## src/rtl/matrix_pkg.sv

```systemverilog
// rtl/matrix_pkg.sv - glyph codes, glyph ROM contents and scan phase constants
package matrix_pkg;

    localparam logic [3:0] GLYPH_BLANK   = 4'd0;
    localparam logic [3:0] GLYPH_FULL    = 4'd1;
    localparam logic [3:0] GLYPH_DROP    = 4'd2;
    localparam logic [3:0] GLYPH_ALARM_X = 4'd3;
    localparam logic [3:0] GLYPH_BAR     = 4'd4;

    typedef enum logic [2:0] {
        PHASE_0 = 3'b001,
        PHASE_1 = 3'b010,
        PHASE_2 = 3'b100
    } phase_t;

    typedef struct packed {
        logic [6:0] c2;
        logic [6:0] c1;
        logic [6:0] c0;
    } glyph_img_t;

    localparam glyph_img_t IMG_BLANK   = '{c2: 7'h00, c1: 7'h00, c0: 7'h00};
    localparam glyph_img_t IMG_FULL    = '{c2: 7'h7F, c1: 7'h7F, c0: 7'h7F};
    localparam glyph_img_t IMG_DROP    = '{c2: 7'h0C, c1: 7'h1E, c0: 7'h3F};
    localparam glyph_img_t IMG_ALARM_X = '{c2: 7'h41, c1: 7'h22, c0: 7'h1C};
    localparam glyph_img_t IMG_BAR     = '{c2: 7'h00, c1: 7'h00, c0: 7'h7F};

    // Codes 5-15 are reserved and render blank.
    function automatic glyph_img_t glyph_lookup(input logic [3:0] code);
        glyph_img_t img;
        case (code)
            GLYPH_FULL:    img = IMG_FULL;
            GLYPH_DROP:    img = IMG_DROP;
            GLYPH_ALARM_X: img = IMG_ALARM_X;
            GLYPH_BAR:     img = IMG_BAR;
            default:       img = IMG_BLANK;
        endcase
        return img;
    endfunction

endpackage

```

## src/rtl/matrix_glyph_rom.sv

```systemverilog
// rtl/matrix_glyph_rom.sv - combinational 16-entry glyph code to column image decoder
module matrix_glyph_rom
    import matrix_pkg::*;
(
    input  logic [3:0] code,
    output logic [6:0] img_2,
    output logic [6:0] img_1,
    output logic [6:0] img_0
);

    glyph_img_t img;

    assign img   = glyph_lookup(code);
    assign img_2 = img.c2;
    assign img_1 = img.c1;
    assign img_0 = img.c0;

endmodule

```

## src/rtl/matrix_scan_controller.sv

```systemverilog
// rtl/matrix_scan_controller.sv - 3-phase column scanner with frame-synchronous glyph load and blink
module matrix_scan_controller
    import matrix_pkg::*;
#(
    parameter int DWELL_CYCLES = 50000,
    parameter int BLINK_FRAMES = 64
) (
    input  logic       clk,
    input  logic       reset,
    input  logic       scan_en,
    input  logic       in_valid,
    output logic       in_ready,
    input  logic [3:0] in_glyph,
    input  logic       in_blink,
    output logic [2:0] ring_counter,
    output logic [6:0] col_2,
    output logic [6:0] col_1,
    output logic [6:0] col_0,
    output logic       frame_done
);

    localparam int DW = $clog2(DWELL_CYCLES);
    localparam int FW = (BLINK_FRAMES > 1) ? $clog2(BLINK_FRAMES) : 1;
    localparam logic [DW-1:0] DWELL_LAST = DW'(DWELL_CYCLES - 1);
    localparam logic [FW-1:0] FRAME_LAST = FW'(BLINK_FRAMES - 1);

    phase_t        phase_q, phase_d;
    logic [DW-1:0] dwell_q, dwell_d;
    logic          en_q, en_d;
    logic [2:0]    ring_q, ring_d;
    logic          frame_done_q, frame_done_d;
    logic          pend_valid_q, pend_valid_d;
    logic [3:0]    pend_glyph_q, pend_glyph_d;
    logic          pend_blink_q, pend_blink_d;
    logic [3:0]    act_glyph_q, act_glyph_d;
    logic          act_blink_q, act_blink_d;
    logic [FW-1:0] frame_cnt_q, frame_cnt_d;
    logic          blink_phase_q, blink_phase_d;
    logic [6:0]    col2_q, col1_q, col0_q;
    logic [6:0]    col2_d, col1_d, col0_d;
    logic [6:0]    img_2, img_1, img_0;
    logic          boundary;
    logic          accept;

    // Decode from the next active glyph so the new image lands with ring_counter=001.
    matrix_glyph_rom u_rom (
        .code  (act_glyph_d),
        .img_2 (img_2),
        .img_1 (img_1),
        .img_0 (img_0)
    );

    always_comb begin
        phase_d       = phase_q;
        dwell_d       = dwell_q;
        en_d          = en_q;
        pend_valid_d  = pend_valid_q;
        pend_glyph_d  = pend_glyph_q;
        pend_blink_d  = pend_blink_q;
        act_glyph_d   = act_glyph_q;
        act_blink_d   = act_blink_q;
        frame_cnt_d   = frame_cnt_q;
        blink_phase_d = blink_phase_q;
        boundary      = 1'b0;
        accept        = in_valid && !pend_valid_q;

        if (!scan_en) begin
            dwell_d = '0;
            phase_d = PHASE_0;
            en_d    = 1'b0;
        end else if (!en_q) begin
            // First enabled cycle is dwell count 0 of phase 001, giving a full first column.
            en_d = 1'b1;
        end else if (dwell_q == DWELL_LAST) begin
            dwell_d = '0;
            case (phase_q)
                PHASE_0: phase_d = PHASE_1;
                PHASE_1: phase_d = PHASE_2;
                default: begin
                    phase_d  = PHASE_0;
                    boundary = 1'b1;
                end
            endcase
        end else begin
            dwell_d = dwell_q + 1'b1;
        end

        if (boundary && pend_valid_q) begin
            act_glyph_d   = pend_glyph_q;
            act_blink_d   = pend_blink_q;
            pend_valid_d  = 1'b0;
            frame_cnt_d   = '0;
            blink_phase_d = 1'b0;
        end else if (boundary) begin
            if (frame_cnt_q == FRAME_LAST) begin
                frame_cnt_d   = '0;
                blink_phase_d = !blink_phase_q;
            end else begin
                frame_cnt_d = frame_cnt_q + 1'b1;
            end
        end

        // Accept and load are exclusive: load needs pending full, accept needs it empty.
        if (accept) begin
            pend_glyph_d = in_glyph;
            pend_blink_d = in_blink;
            pend_valid_d = 1'b1;
        end

        frame_done_d = boundary;
        ring_d       = en_d ? phase_d : 3'b000;

        if (act_blink_d && blink_phase_d) begin
            col2_d = '0;
            col1_d = '0;
            col0_d = '0;
        end else begin
            col2_d = img_2;
            col1_d = img_1;
            col0_d = img_0;
        end
    end

    always_ff @(posedge clk or posedge reset) begin
        if (reset) begin
            phase_q       <= PHASE_0;
            dwell_q       <= '0;
            en_q          <= 1'b0;
            ring_q        <= 3'b000;
            frame_done_q  <= 1'b0;
            pend_valid_q  <= 1'b0;
            pend_glyph_q  <= GLYPH_BLANK;
            pend_blink_q  <= 1'b0;
            act_glyph_q   <= GLYPH_BLANK;
            act_blink_q   <= 1'b0;
            frame_cnt_q   <= '0;
            blink_phase_q <= 1'b0;
            col2_q        <= '0;
            col1_q        <= '0;
            col0_q        <= '0;
        end else begin
            phase_q       <= phase_d;
            dwell_q       <= dwell_d;
            en_q          <= en_d;
            ring_q        <= ring_d;
            frame_done_q  <= frame_done_d;
            pend_valid_q  <= pend_valid_d;
            pend_glyph_q  <= pend_glyph_d;
            pend_blink_q  <= pend_blink_d;
            act_glyph_q   <= act_glyph_d;
            act_blink_q   <= act_blink_d;
            frame_cnt_q   <= frame_cnt_d;
            blink_phase_q <= blink_phase_d;
            col2_q        <= col2_d;
            col1_q        <= col1_d;
            col0_q        <= col0_d;
        end
    end

    assign in_ready     = !pend_valid_q;
    assign ring_counter = ring_q;
    assign frame_done   = frame_done_q;
    assign col_2        = col2_q;
    assign col_1        = col1_q;
    assign col_0        = col0_q;

endmodule
```

## config.mk

```make
export PLATFORM = sky130hd
export DESIGN_NAME = matrix_scan_controller
export DESIGN_NICKNAME = d
export VERILOG_FILES = /design/src/rtl/matrix_pkg.sv /design/src/rtl/matrix_glyph_rom.sv /design/src/rtl/matrix_scan_controller.sv
export SDC_FILE = /design/constraint.sdc
export NUM_CORES = 1
export LEC_CHECK = 0
export ABC_CLOCK_PERIOD_IN_PS = 4460
export CAP_MARGIN = 20
export CORE_MARGIN = 2
export CORE_UTILIZATION = 30
export DETAILED_ROUTE_END_ITERATION = 12
export PLACE_DENSITY_LB_ADDON = 0.2
export SETUP_SLACK_MARGIN = 0.05
export SYNTH_ARGS = -nofsm -noshare
export SYNTH_HDL_FRONTEND = slang
export SYNTH_SLANG_ARGS = --single-unit
```

## constraint.sdc

```tcl
create_clock -name clk -period 4.46 [get_ports clk]
set_input_delay 0.669 -clock clk [delete_from_list [all_inputs] [get_ports clk]]
set_output_delay 0.669 -clock clk [all_outputs]
set_load 0.01 [all_outputs]
```

==> results of run 1 <==
==> metal layers <==
metal / part of all wire (%) / track usage, % / vias to the layer above
met2: 47 / 18.9 / 36
met4: 1.4 / 3.62 / 0
li1: - / - / 853
met5: 0 / 0 / -
met1: 48 / 14.5 / 804
met3: 4.2 / 2.87 / 7
==> sequential cells by signal, summed over array words and instances (netlist names) <==
signal,cells
pend_valid_q,1
col_1,4
frame_cnt_q,6
blink_phase_q,1
ring_counter,2
pend_blink_q,1
dwell_q,16
frame_done,1
phase_q,2
act_blink_q,1
act_glyph_q,4
pend_glyph_q,4
col_0,3
en_q,1
==> final timing paths <==
kind | from | endpoint | slack [ns] | cells after the start
worst max-delay path | dwell_q[4] | col_1[0] | 1.71 | 5
worst min-delay path | pend_blink_q | act_blink_q | 0.50 | 1
worst max register to register | dwell_q[4] | col_1[0] | 1.71 | 5
worst min register to register | pend_blink_q | act_blink_q | 0.50 | 1
max in group asynchronous | reset | phase_q[0] | 3.21 | 3
min in group asynchronous | reset | pend_glyph_q[3] | 0.68 | 2
==> synthesized netlist by cell type (all sizes together) (3+ instances only) <==
cell type   n  area share, %
dfrtp      46             46
nor2       20            3.0
buf        19            5.3
nand2      17            2.6
o21ai      14            2.8
xor2       13            4.6
mux2       10            4.5
clkbuf      8            1.2
nand3       8            1.6
xnor2       8            2.8
a21oi       6            1.2
and3        6            1.5
and4        5            1.8
inv         5           0.76
mux2i       5            2.0
nand4       5            1.9
nor2b       5            1.3
nand2b      4            1.0
nor3        4           0.81
a211oi      3            1.1
o21a        3           0.91
==> critical path, stage by stage, from the launching register on <==
cell      delay (ns)
dfrtp_1         0.44
or4b_4          0.59
nor4_4          0.51
nand4_4         0.32
or4b_1          0.57
a211oi_2        0.24
==> stage by stage <==
stage	cells	hold WS [ns]
floorplan	240	0.464
finish	361	0.504
detailed placement	352	0.494
global route	361	0.541
global placement	352	0.491
CTS	360	0.510
==> power by group through the flow <==
stage / Combinational (mW) / Sequential [mW] / Clock, mW
floorplan: 0.0342 / 0.444 / 0
global placement: 0.0397 / 0.454 / 0
detailed placement: 0.0405 / 0.454 / 0
CTS: 0.0405 / 0.446 / 0.384
global route: 0.0471 / 0.448 / 0.403
finish: 0.0413 / 0.446 / 0.370
==> layout make-up <==
cell class,instances,share of cell area (%)
Sequential cell,47,40.0
Multi-Input combinational cell,161,38.1
Timing Repair Buffer,35,12.2
Tap cell,105,4.46
Clock buffer,5,2.34
Clock inverter,3,2.29
Inverter,5,0.637
==> cells in the final DEF (no fill, tap or decap), types with 2 or more instances in the layout <==
cell type        count
nand2_1             17
or3_1                2
dfrtp_1             46
xor2_1              13
mux2_2              10
mux2i_1              5
and4_1               5
clkbuf_8             5
o21a_1               3
xnor2_1              8
nor2b_1              5
nand3_1              8
o31ai_1              2
and3_1               6
nor3b_1              2
clkdlybuf4s50_1     34
inv_1                4
bufinv_16            2
o21ai_0             14
a21oi_1              6
nor4b_1              2
nor2_1              20
a211oi_1             2
nor3_1               4
nand2b_1             4
ha_1                 2
and2_1               2
nand4_1              4
==> cells by family after synthesis <==
kind of cell               Yosys count
and+or+nand+nor                     89
adders and majority gates            2
DFF                                 47
xor gates and xnor gates            21
buffers and inverters               32
muxes                               15
AOI/OAI and AO/OA                   34
==> impl_metrics.json, run 1 <==
{
  "antenna_cells": 0,
  "coreArea_um2": 8090,
  "register_area_um2": 1180,
  "switching_share_pct": 20.8,
  "drv_slew": 0,
  "finClkSkew_ns": 0.00979,
  "timing.final.ws_setup_ns": 1.71,
  "power_density_nw_per_um2": 291,
  "grt_pass1_wl_mm": 7.99,
  "clk_path_buf_depth": 2,
  "multi_input_area_um2": 1120,
  "min_period_ns": 2.75,
  "dp_hpwl_mm": 3.32,
  "fin_total_pwr_mw": 0.857,
  "seq_power_share_pct": 52.0,
  "maxSlewHeadroom_pct": 54.0,
  "cts_root_buf": "clkbuf_8",
  "dieWidth_um": 94.9,
  "synth_xor_area_share_pct": 7.42,
  "final_area_um2": 2950,
  "pre_cts_ws_ns": 1.57,
  "die_y_um": 94.9,
  "overflow": 0,
  "intPower_mw": 0.678,
  "dieArea_um2": 9010,
  "nFillCells": 828,
  "tritoncts": "done",
  "status": "finished clean",
  "endpoint_kind": "flop",
  "clkLatencyLatePin_ns": 0.30,
  "worstPathRequired_ns": 4.68,
  "nNetsFinal": 266,
  "grt_max_degree": 48,
  "peakVddDrop_v": 0.000150,
  "synth_cell_types": 44,
  "final_layout_size_suffix_gt1_share_pct": 11.3,
  "drc": 0,
  "num_io_pins": 35,
  "clk_pin_slew_ns": 0.09,
  "cts_setup_buffers": 0,
  "antenna_found_initial": 0,
  "h-tree-depth": 2,
  "synth_compound_area_share_pct": 9.14,
  "cap_violations": 0,
  "synthAdderAreaFrac_pct": 1.01,
  "viasPerCell": 4.71,
  "grt_use_total_pct": 11.4,
  "yosys.area_share.simple_pct": 21.1,
  "hold_buffers": 0,
  "post_cts_resized": 0,
  "cts_made_buffers": 5,
  "synth_nets": 251,
  "power_frac_comb_pct": 4.8,
  "clkPwrFrac_pct": 43.2,
  "globalplace.congestion": 0.751,
  "rsz0062_at_grt": "false",
  "synth_top_family_by_area": "simple AND/OR/NAND/NOR gates",
  "period_share_pct": 61.7,
  "portBuffers": 34,
  "p_switching_mw": 0.179,
  "worst_pin_slew_ns": 0.682,
  "synth-seq-cells": 47,
  "initial_utilization_pct": 30.6,
  "yosysSeqAreaShare_pct": 47.5,
  "initialDrtViolationCount": 37,
  "synthCells": 240,
  "hold_class": "reg2reg",
  "rows": 33,
  "cp_max_fo": 15,
  "cts_sinks": 47,
  "final_util_pct": 36.4,
  "place_area_um2": 2790,
  "synth.cell_area_um2": 2480,
  "totalWireLength_mm": 4.62,
  "critPathKind": "reg2reg",
  "fin_setup_tns_ns": 0,
  "syn_area_per_cell_um2": 10.3,
  "synthToLayoutAreaGrowth_pct": 18.8,
  "async_reset_ff_share_pct": 100,
  "grt_pass1_vias": 1678,
  "start_kind": "flop",
  "setup_violations": 0,
  "synth_edf_count": 0,
  "synth_mux_area_share_pct": 6.56,
  "vias": 1700,
  "arrival_ns": 2.97,
  "fmax_mhz": 363,
  "wl_per_cell_um": 12.8,
  "p_leak_nw": 1.26,
  "synth_warnings": 0,
  "hold_violations": 0,
  "synth_flop_cell": "dfrtp_1",
  "drtPass1Iterations": 4,
  "ant_nets": 0
}
Power figures use the tool's default switching activity.
==> inputs of run 2 (changes only) <==
--- a/config.mk
+++ b/config.mk
@@ -5,7 +5,7 @@
 export SDC_FILE = /design/constraint.sdc
 export NUM_CORES = 1
 export LEC_CHECK = 0
-export ABC_CLOCK_PERIOD_IN_PS = 4460
+export ABC_CLOCK_PERIOD_IN_PS = 2400
 export CAP_MARGIN = 20
 export CORE_MARGIN = 2
 export CORE_UTILIZATION = 30
==> constraint.sdc (replaced) <==
create_clock -name clk -period 2.4 [get_ports clk]
set_input_delay 0.36 -clock clk [delete_from_list [all_inputs] [get_ports clk]]
set_output_delay 0.36 -clock clk [all_outputs]
set_load 0.01 [all_outputs]
==> run 2 against run 1 <==
Net effect: sequential share of layout area is 2.6 points lower; register-to-register slack got worse by 1.6 ns; final cell count is 5.8% higher; via count grew 6.8%; hold slack worse by 0.099 ns; clock skew fell by 0.0018 ns; routed wire length rose by 6.7%; clock power up 85%; die area did not move; design area grew 7.1%; largest power group unchanged; highest routed layer unchanged.
==> impl_metrics.json, run 2 (synthesis results as in run 1) <==
{
  "die_y_um": 94.9,
  "cts_root_buf": "clkbuf_8",
  "initial_utilization_pct": 30.6,
  "fmax_mhz": 436,
  "overflow": 0,
  "grt_pass1_wl_mm": 8.16,
  "status": "finished clean",
  "multi_input_area_um2": 1170,
  "num_io_pins": 35,
  "nNetsFinal": 287,
  "viasPerCell": 4.75,
  "final_common_cell": "dfrtp_1",
  "final_layout_size_suffix_gt1_share_pct": 20.2,
  "path_buf_inv": 0,
  "globalplace.congestion": 0.714,
  "fin_total_pwr_mw": 1.59,
  "crit_path_cell_trace": "or4b_4 -> or4_4 -> o311ai_4 -> o41ai_4 -> nor3_1",
  "worstPathRequired_ns": 2.62,
  "critPathKind": "reg2reg",
  "antenna_cells": 0,
  "wl_per_cell_um": 12.9,
  "initialDrtViolationCount": 40,
  "clk_path_buf_depth": 2,
  "grt_max_degree": 27,
  "final_cell_mix": "dfrtp_1 (46), clkdlybuf4s50_1 (34), nor2_1 (20), buf_4 (20), nand2_1 (16)",
  "cp_max_fo": 7,
  "clkLatencyLatePin_ns": 0.30,
  "vias": 1816,
  "cts_made_buffers": 5,
  "clk_pin_slew_ns": 0.09,
  "reg_top3": "dwell_q (16), frame_cnt_q (6)",
  "synthToLayoutAreaGrowth_pct": 27.3,
  "finClkSkew_ns": 0.00802,
  "tritoncts": "done",
  "power_density_nw_per_um2": 505,
  "nFillCells": 831,
  "cts_sinks": 47,
  "path_delay_family": "simple AND/OR/NAND/NOR gates",
  "dp_hpwl_mm": 3.60,
  "hold_buffers": 0,
  "largest_reg_flops": 16,
  "coreArea_um2": 8090,
  "min_period_ns": 2.29,
  "hold_violations": 0,
  "cp_slowest_stage_delay_ns": 0.59,
  "start_kind": "flop",
  "rsz0062_at_grt": "true",
  "fin_setup_tns_ns": 0,
  "drtPass1Iterations": 4,
  "totalWireLength_mm": 4.93,
  "crit_slowest_cell": "or4_4",
  "dieWidth_um": 94.9,
  "h-tree-depth": 2,
  "setup_violations": 0,
  "arrival_ns": 2.52,
  "hold_class": "in2async",
  "register_area_um2": 1180,
  "endpoint_kind": "flop",
  "portBuffers": 34,
  "rows": 33,
  "top_register": "dwell_q",
  "dieArea_um2": 9010,
  "grt_pass1_vias": 1709,
  "peakVddDrop_v": 0.000198,
  "worst_pin_slew_ns": 0.643,
  "period_share_pct": 95.6,
  "cap_violations": 0,
  "grt_use_total_pct": 11.5,
  "ant_nets": 0,
  "final_util_pct": 39.0,
  "antenna_found_initial": 0,
  "p_leak_nw": 1.39,
  "drc": 0,
  "maxSlewHeadroom_pct": 56.9,
  "drv_slew": 0
}
==> run 2: area by class of cell <==
class,count,share of cell area (%)
Clock inverter,2,1.90
Timing Repair Buffer,56,16.5
Sequential cell,47,37.3
Inverter,5,0.595
Clock buffer,6,2.30
Tap cell,105,4.17
Multi-Input combinational cell,161,37.2
==> run 2: what timing repair did <==
action	4_1_cts	5_1_grt
resized for setup	2	7
setup buffers	0	5
endpoints found under the setup margin	7	12
endpoints found under the hold margin	0	0
pin swaps	3	4
==> run 2: per-stage QoR <==
step	worst slack, ns	cell area (µm²)	std cells	hold slack (ns)
2_1_floorplan	0.0588	2490	240	0.391
3_3_place_gp	0.0332	2940	369	0.486
3_5_place_dp	0.0254	2940	369	0.492
4_1_cts	0.0676	3090	377	0.421
5_1_grt	0.0201	3150	382	0.442
6_report	0.106	3150	382	0.406
==> run 2: worst paths after layout <==
| kind | depth (start not counted) | to | startpoint | slack (ns) |
|---|---|---|---|---|
| min in group clk | 1 | act_blink_q | pend_blink_q | 0.50 |
| hold reg to reg | 1 | act_blink_q | pend_blink_q | 0.50 |
| max in group asynchronous | 3 | blink_phase_q | reset | 1.50 |
| setup reg to reg | 5 | col_1[4] | dwell_q[4] | 0.11 |
| hold / removal | 2 | dwell_q[11] | reset | 0.41 |
| setup / recovery | 5 | col_1[4] | dwell_q[4] | 0.11 |
==> run 2: where the power goes <==
part	total, mW	internal [mW]	switching (mW)
Clock	0.685	0.416	0.269
Sequential	0.824	0.805	0.0192
Combinational	0.0834	0.0435	0.0399
Total	1.59	1.27	0.328
==> run 2: metal layers <==
layer / share of wire, % / track usage, % / vias to the layer above
li1: - / - / 903
met4: 1.0 / 3.26 / 0
met5: 0 / 0 / -
met2: 50 / 19.6 / 33
met3: 4.2 / 2.39 / 5
met1: 45 / 14.8 / 875
==> run 2: worst register-to-register path, cell delays in order (launching register included) <==
cell      delay [ns]
dfrtp_1         0.39
or4b_4          0.57
or4_4           0.59
o311ai_4        0.26
o41ai_4         0.19
nor3_1          0.22
